--- src/rtl/pipe_sched.sv ---
// pipe_sched: hazard/scheduling control for a 4-stage pipeline with a
// long-latency multiplier.
//
//   pipe_sched_fwd : per-operand forwarding-source selector.
//   pipe_sched     : top. Forwarding for rs1/rs2, register write enable,
//                    branch flush, and the multiplier FSM that issues
//                    mult_start and stalls decode while a result is pending.
//
// Ports (pipe_sched):
//   clk, reset            clock; asynchronous active-low reset
//   d_valid/d_codop/d_rs1/d_rs2   decode-stage instruction
//   e_valid/e_codop/e_rd  execute-stage instruction
//   m_valid/m_codop/m_rd  memory-stage instruction
//   br_taken              execute resolved a taken jump/beq
//   stall, flush          pipeline control
//   fwd_a, fwd_b          operand source: 00 regbank, 01 execute, 10 memory
//   mult_start, mult_busy multiplier control/status
//   wen                   register-bank write enable (memory stage)
//   stall_cnt             saturating stall-cycle counter

// Forwarding selector for one source operand. Execute is the youngest
// producer, so it wins over memory.
module pipe_sched_fwd (
  input  logic [3:0] rs,
  input  logic       e_wr,
  input  logic [3:0] e_rd,
  input  logic       m_wr,
  input  logic [3:0] m_rd,
  output logic [1:0] fwd
);
  always_comb begin
    fwd = 2'b00;
    if (e_wr && (e_rd == rs))      fwd = 2'b01;
    else if (m_wr && (m_rd == rs)) fwd = 2'b10;
  end
endmodule

module pipe_sched #(
  parameter int MULT_LAT = 16
) (
  input  logic       clk,
  input  logic       reset,
  input  logic       d_valid,
  input  logic [3:0] d_codop,
  input  logic [3:0] d_rs1,
  input  logic [3:0] d_rs2,
  input  logic       e_valid,
  input  logic [3:0] e_codop,
  input  logic [3:0] e_rd,
  input  logic       m_valid,
  input  logic [3:0] m_codop,
  input  logic [3:0] m_rd,
  input  logic       br_taken,
  output logic       stall,
  output logic       flush,
  output logic [1:0] fwd_a,
  output logic [1:0] fwd_b,
  output logic       mult_start,
  output logic       mult_busy,
  output logic       wen,
  output logic [7:0] stall_cnt
);

  localparam int         NUM_OPS = 2;
  localparam logic [7:0] LAT_M1  = 8'(MULT_LAT - 1);

  localparam logic [3:0] OP_JMP  = 4'b1011;
  localparam logic [3:0] OP_BEQ  = 4'b1100;
  localparam logic [3:0] OP_MFLO = 4'b1101;
  localparam logic [3:0] OP_MFHI = 4'b1110;
  localparam logic [3:0] OP_MULT = 4'b1111;

  typedef enum logic [1:0] {IDLE, RUN, DONE} state_t;

  function automatic logic is_writer(input logic [3:0] op);
    return !((op == OP_JMP) || (op == OP_BEQ) || (op == OP_MULT));
  endfunction

  // ---------------------------------------------------------------
  // Forwarding and write enable (pure combinational)
  // ---------------------------------------------------------------
  logic                     e_wr, m_wr;
  logic [NUM_OPS-1:0][3:0]  rs_vec;
  logic [NUM_OPS-1:0][1:0]  fwd_vec;

  assign e_wr   = e_valid && is_writer(e_codop);
  assign m_wr   = m_valid && is_writer(m_codop);
  assign wen    = m_wr;
  assign rs_vec = {d_rs2, d_rs1};

  for (genvar i = 0; i < NUM_OPS; i++) begin : g_op
    pipe_sched_fwd u_fwd (
      .rs   (rs_vec[i]),
      .e_wr (e_wr),
      .e_rd (e_rd),
      .m_wr (m_wr),
      .m_rd (m_rd),
      .fwd  (fwd_vec[i])
    );
  end

  assign fwd_a = fwd_vec[0];
  assign fwd_b = fwd_vec[1];

  // A taken branch kills decode in the same cycle.
  assign flush = br_taken;

  // ---------------------------------------------------------------
  // Multiplier FSM
  // ---------------------------------------------------------------
  state_t     state_q, state_d;
  logic [7:0] cnt_q, cnt_d;
  logic [7:0] stall_cnt_q, stall_cnt_d;
  logic       d_is_mult, d_uses_mult;

  assign d_is_mult   = d_valid && (d_codop == OP_MULT);
  // A new mult also waits, otherwise it would clobber the running one.
  assign d_uses_mult = d_valid && ((d_codop == OP_MFLO) ||
                                   (d_codop == OP_MFHI) ||
                                   (d_codop == OP_MULT));

  always_comb begin
    state_d    = state_q;
    cnt_d      = cnt_q;
    stall      = 1'b0;
    mult_start = 1'b0;
    mult_busy  = 1'b0;
    case (state_q)
      IDLE, DONE: begin
        // reset term keeps the start pulse quiet while reset is held.
        if (d_is_mult && !flush && reset) begin
          mult_start = 1'b1;
          cnt_d      = LAT_M1;
          state_d    = RUN;
        end
      end
      RUN: begin
        mult_busy = 1'b1;
        // Flush wins: the decode slot is being discarded anyway.
        stall     = d_uses_mult && !flush;
        if (cnt_q == 8'd0) state_d = DONE;
        else               cnt_d   = cnt_q - 8'd1;
      end
      default: state_d = IDLE;
    endcase
  end

  always_comb begin
    stall_cnt_d = stall_cnt_q;
    if (stall && (stall_cnt_q != 8'hFF)) stall_cnt_d = stall_cnt_q + 8'd1;
  end

  always_ff @(posedge clk or negedge reset) begin
    if (!reset) begin
      state_q     <= IDLE;
      cnt_q       <= 8'd0;
      stall_cnt_q <= 8'd0;
    end else begin
      state_q     <= state_d;
      cnt_q       <= cnt_d;
      stall_cnt_q <= stall_cnt_d;
    end
  end

  assign stall_cnt = stall_cnt_q;

endmodule

--- config.mk ---
export PLATFORM = sky130hd
export DESIGN_NAME = pipe_sched
export DESIGN_NICKNAME = d
export VERILOG_FILES = /design/src/rtl/pipe_sched.sv
export SDC_FILE = /design/constraint.sdc
export NUM_CORES = 1
export LEC_CHECK = 0
export ABC_CLOCK_PERIOD_IN_PS = 2500
export CAP_MARGIN = 20
export CORE_ASPECT_RATIO = 0.75
export CORE_MARGIN = 2
export CORE_UTILIZATION = 43
export DETAILED_ROUTE_END_ITERATION = 10
export GPL_TIMING_DRIVEN = 1
export MAX_ROUTING_LAYER = met4
export PLACE_DENSITY = 0.86
export RECOVER_POWER = 25
export SLEW_MARGIN = 20
export SYNTH_ARGS = -nofsm -noshare
export SYNTH_HDL_FRONTEND = slang
export SYNTH_SLANG_ARGS = --single-unit
--- constraint.sdc ---
create_clock -name clk -period 2.5 [get_ports clk]
set_clock_uncertainty 0.1 [all_clocks]
set_input_delay 0.75 -clock clk [delete_from_list [all_inputs] [get_ports clk]]
set_output_delay 0.75 -clock clk [all_outputs]
set_load 0.03 [all_outputs]
Yosys cells after proc, flatten, opt, wreduce, memory -nomap -nowiden
Cells that the tools add are included.

operators by class
  equality and inequality tests = 19
  add/subtract/negate cells = 2
  reduce and logical (&&, ||, !) cells = 27
  multiplexer cells = 14

operator list
  operator               number
  $eq A4 B4 Y1 const B   9
  $eq A4 B4 Y1           4
  $mux W8                2
  $pmux W8 S2            1
  $logic_and A1 B1 Y1    12
  $mux W2                6
  $add A8 B1 Y8 const B  1
  $logic_not A8 Y1       1
  $ne A8 B8 Y1 const B   1
  $sub A8 B1 Y8 const B  1
  $logic_or A1 B1 Y1     6
  $ne A2 B2 Y1 const B   3
  $mux W1                4
  $pmux W2 S2            1
  $logic_not A1 Y1       3
  $reduce_and A3 Y1      1
  $eq A2 B1 Y1 const B   1
  $eq A2 B2 Y1 const B   1
  $logic_not A2 Y1       1
  $reduce_and A2 Y1      1
  $reduce_bool A2 Y1     1
  $reduce_or A2 Y1       1

word-level totals
  register bits after elaboration = 18
  bits of input ports = 34
  output and inout bits = 17

Longest topological paths before layout
Gate-level depths: netlist of the first run.

  depth in word-level cells = 8
  mapped depth = 6

Hierarchy
Synthesis of the first run repeated with hierarchy kept, for this count alone.

unflattened totals
  cells, all modules = 135
  area, all modules = 1263.7 um^2

by module, submodules not included
  module          cells each  area each (um^2)  times used  sequential area each (um^2)
  pipe_sched      103         1033.5            1           450.4
  pipe_sched_fwd  16          115.1             2           0.0

Worst setup path after synthesis of the first run
Ideal clock, no wire load.

  path type = input-to-output
  from = in br_taken
  to = out stall
  arrival = 1.660 ns
  stages on the path = 2
  setup slack = -0.010 ns
  required time = 1.650 ns
  path through = nand4b_4 > nor3_1

between the ends
  word-level cells in the longest chain between the ends = 3

RTL lines
  item                 line  text
  start: declaration   53    input logic br_taken,
  $logic_not A1 Y1     140   stall = d_uses_mult && !flush;
  $logic_and A1 B1 Y1  140
  $mux W1              128   case (state_q)
  end: declaration     54    output logic stall,

No other way between the ends.

Worst setup path after layout of the first run
  from = in d_rs1[0]
  to = out fwd_a[1]

between the ends
  word-level cells in the longest chain between the ends = 4

RTL lines
  item                 line  text
  start: declaration   45    input logic [3:0] d_rs1,
  $eq A4 B4 Y1         34    else if (m_wr && (m_rd == rs)) fwd = 2'b10;
  $logic_and A1 B1 Y1  34
  $mux W2              34
  $mux W2 *            33    if (e_wr && (e_rd == rs)) fwd = 2'b01;
  end: declaration     56    output logic [1:0] fwd_a,

Every way passes the cells marked *; elsewhere a longest branch is shown, timed or not.

==> flow_summary_export.csv, run 1 <==
group,metric,value,unit
run_status,outcome,"complete, but fails checks",
run_status,failed_checks,"setup timing",
setup_path,critPathArrivalTime,1820,ps
sta,timing.max_slew.rel_slack,35.3,%
hold_path,min_path_type,"register to register",
logic_synthesis,netlist_area,0.00125,sq mm
logic_synthesis,synth.avg_cell_area,9.57,sq um
floorplan,floorplan.die.width,66.4,microns
route,average_vias_per_placed_instance,5.53,
power_and_ir_drop,static-leakage-power,0.000884,uW
logic_synthesis,ys_ff_latch,18,
floorplan,fp.dieArea,0.00337,sq mm
sta,timing.final.max_slew_violations,0,
cts,cts_max_path_buffers,2,
grt,grt_first_pass_wirelength,6.36,mm
logic_synthesis,synth_enable_flop_cells,0,
setup_path,path_max_fanout,2,
setup_path,timing.critical_path.cells,"buf_8, xor2_2, nor4_2, nand3_2, o21ba_4, buf_6",
cts,cts_root_buf,"sky130_fd_sc_hd__clkbuf_8",
setup_path,path_buf_inv,2,
grt,grt_antenna_before_repair,0,
sta,report.final.setup_viol,5,
cts,cts_tree,"done",
layout,final_util,76.0,%
sta,rsz_0062_raised_after_global_routing,"yes",
logic_synthesis,ys.warnings.count,0,
layout,num_antenna_cells,0,
route,dr_total_vias,1288,
route,drt_first_pass_iters,4,
placed_design,post-dp-hpwl,2.73,mm
logic_synthesis,asyncSetResetFlopFracSynth,100,%
placed_design,dp_cells,227,
logic_synthesis,ys_seq_area_share,35.9,%
floorplan,initial_core_utilization,46.7,%
logic_synthesis,yosys.area.top_type_share,35.9,%
grt,grt_max_degree,19,
setup_path,timing.critical_path.slowest_stage_cell,"sky130_fd_sc_hd__nor4_2",
layout,final_layout_size_suffix_gt1_share,42.1,%
sta,maximum_clock_frequency,374,MHz
power_and_ir_drop,irDropWorstVdd,0.261,mV
logic_synthesis,synth_nets,168,
sta,min_period_over_period,107,%
setup_path,critical_path_required,1650,ps
route,initialDrtViolationCount,66,
cts,htree_num_levels,1,
power_and_ir_drop,power_density,441,mW/mm^2
setup_path,crit_path_leading_delay_family,"simple AND/OR/NAND/NOR gates",
logic_synthesis,synthesis.instances,131,
setup_path,timing.critical_path.from,"d_rs1[0]",
setup_path,startpoint_class,"primary input",
logic_synthesis,netlist.top_cell.by_area,"sky130_fd_sc_hd__dfrtp_1",
sta,hold_viol,0,
hold_path,hold_start,"state_q[0]",
grt,gr-total-overflow,0,
cts,cts_hold_fix_bufs,0,
logic_synthesis,yosys.cell_types.count,40,
cts,clock-sinks,18,
floorplan,io-pin-count,51,
setup_path,crit_path_end_kind,"output pin",
job,maxCapViolCount,0,
layout,final_cell_count_no_fill,233,
route,routed_wire_length_per_instance,16.6,microns
setup_path,worstReg2RegStart,"stall_cnt[0]",
cts,worstSkewPairLatency,260,ps
floorplan,placement_rows,16,
placed_design,port_buffers,50,
route,drc,0,
route,antenna_left,0,
layout,num-nets-final,235,
route,totalWireLength,3.88,mm
cts,cts-buffers-inserted,3,
grt,grt.total_usage,26.5,%
placed_design,gp_congestion,0.945,
floorplan,design.core.area,0.00268,sq mm
floorplan,chipHeight,50.8,microns
setup_path,critical_path_s_largest_stage_delay,330,ps
setup_path,critical_path_class,"primary input to output pin",
sta,timing.final.ws_setup,-175,ps
grt,grt_pass1_vias,1411,
logic_synthesis,synth.area.top_cells,"sky130_fd_sc_hd__dfrtp_1 (36%), sky130_fd_sc_hd__xnor2_1 (9.1%), sky130_fd_sc_hd__xor2_1 (6.3%), sky130_fd_sc_hd__o21ai_0 (3.2%), sky130_fd_sc_hd__ha_1 (3.0%)",
sta,worst_pin_slew,970,ps
cts,clkTransAtPathRegs,70,ps
sta,finalCriticalPeriod,2670,ps
layout,area_growth,62.7,%
logic_synthesis,synth-main-ff-cell,"sky130_fd_sc_hd__dfrtp_1",
[synthesized netlist by cell type (2+ instances only)]
| cell type | number |
|---|---|
| sky130_fd_sc_hd__nor3_2 | 2 |
| sky130_fd_sc_hd__nor3_1 | 4 |
| sky130_fd_sc_hd__nor4_1 | 4 |
| sky130_fd_sc_hd__inv_2 | 2 |
| sky130_fd_sc_hd__xnor2_1 | 13 |
| sky130_fd_sc_hd__ha_1 | 3 |
| sky130_fd_sc_hd__nor3b_1 | 2 |
| sky130_fd_sc_hd__or3_1 | 4 |
| sky130_fd_sc_hd__xor2_1 | 9 |
| sky130_fd_sc_hd__o21ba_2 | 2 |
| sky130_fd_sc_hd__a31oi_1 | 3 |
| sky130_fd_sc_hd__nand4_1 | 6 |
| sky130_fd_sc_hd__inv_1 | 8 |
| sky130_fd_sc_hd__nand3_1 | 6 |
| sky130_fd_sc_hd__nor2_1 | 7 |
| sky130_fd_sc_hd__a21oi_1 | 5 |
| sky130_fd_sc_hd__nand2_1 | 4 |
| sky130_fd_sc_hd__dfrtp_1 | 18 |
| sky130_fd_sc_hd__o21ai_0 | 8 |
[cell families after synthesis]
family | after synthesis | synth area share [%]
buffers and inverters | 12 | 4.49
muxes | 1 | 0.898
and+or+nand+nor | 48 | 24.3
xor gates and xnor gates | 22 | 15.4
adders and majority gates | 3 | 2.99
AOI/OAI and AO/OA | 27 | 16.1
DFF | 18 | 35.9
[metrics by stage]
stage | area (sq um) | power (uW) | setup slack [ps] | TNS, ps | hold slack, ps
global placement | 1860 | 614 | -484 | -2250 | 373
finish | 2040 | 900 | -175 | -360 | 415
global route | 2040 | 949 | -223 | -683 | 441
CTS | 2000 | 881 | -109 | -201 | 410
floorplan | 1260 | 511 | 85.6 | 0 | 351
detailed placement | 1860 | 630 | -500 | -2560 | 394
[state kept, by name (all words and copies together) (netlist names)]
signal / count
stall_cnt: 8
cnt_q: 8
state_q: 2
[cell usage in the layout (no fill, tap or decap), types with 4 or more instances in the layout]
master and instances:
sky130_fd_sc_hd__o21ai_0 6, sky130_fd_sc_hd__xor2_2 4, sky130_fd_sc_hd__buf_2 7, sky130_fd_sc_hd__xor2_1 4
sky130_fd_sc_hd__clkbuf_8 4, sky130_fd_sc_hd__buf_4 17, sky130_fd_sc_hd__nand4_1 6, sky130_fd_sc_hd__xnor2_1 11
sky130_fd_sc_hd__buf_6 8, sky130_fd_sc_hd__dfrtp_1 18, sky130_fd_sc_hd__clkbuf_2 7, sky130_fd_sc_hd__buf_8 4
sky130_fd_sc_hd__clkdlybuf4s50_1 11, sky130_fd_sc_hd__a21oi_1 4, sky130_fd_sc_hd__inv_1 7, sky130_fd_sc_hd__nor2_1 7
sky130_fd_sc_hd__nand2_1 4
[per-layer routing]
metal	up-vias	global-route usage [%]	routed length, microns
met5	-	-	0
li1	604	-	-
met2	56	49.0	2130
met4	0	12.6	76
met1	621	28.3	1490
met3	7	2.47	180
[worst register-to-register path: cells and delay by family (launching register included)]
family,cells,cell delay [ps]
AO/OA/AOI/OAI,1,390
XOR/XNOR,1,150
adder cells (fa/ha/maj),1,240
buffers and inverters,1,200
flip-flops,1,460
AND/OR/NAND/NOR,2,330
[where the power goes]
part           switching [uW]  internal [uW]
sequential               59.5            337
clock                     101            140
combinational             134            128
[final timing paths]
kind                                 to  slack, ps  cells after the start
setup / recovery               fwd_a[1]       -170                      6
hold / removal               state_q[1]        410                      1
setup reg to reg           stall_cnt[7]        520                      6
hold reg to reg              state_q[1]        410                      1
max in group asynchronous  stall_cnt[7]        870                      2
min in group asynchronous      cnt_q[4]        840                      2
[layout make-up]
type                    instances  area [sq um]
multi-input cells             101           901
well taps                      36          45.0
repair buffers                 64           551
inverters                      10          37.5
clock buffers                   4          55.1
flip-flops and latches         18           450
fillers                       184           643
[timing repair]
| item | CTS | global route |
|---|---|---|
| pin swaps | 26 | 10 |
| gates resized for setup | 119 | 30 |
| cloned | 0 | 0 |
| buffers inserted | 2 | 1 |
| endpoints found under the setup margin | 7 | 7 |
(Power assumes the default switching activity.)
==> inputs of run 2 (changes only) <==
ABC_CLOCK_PERIOD_IN_PS = not set   (was 2500)
==> results of run 2 <==
The final DEF is identical to that of run 1; final timing and power are the same.
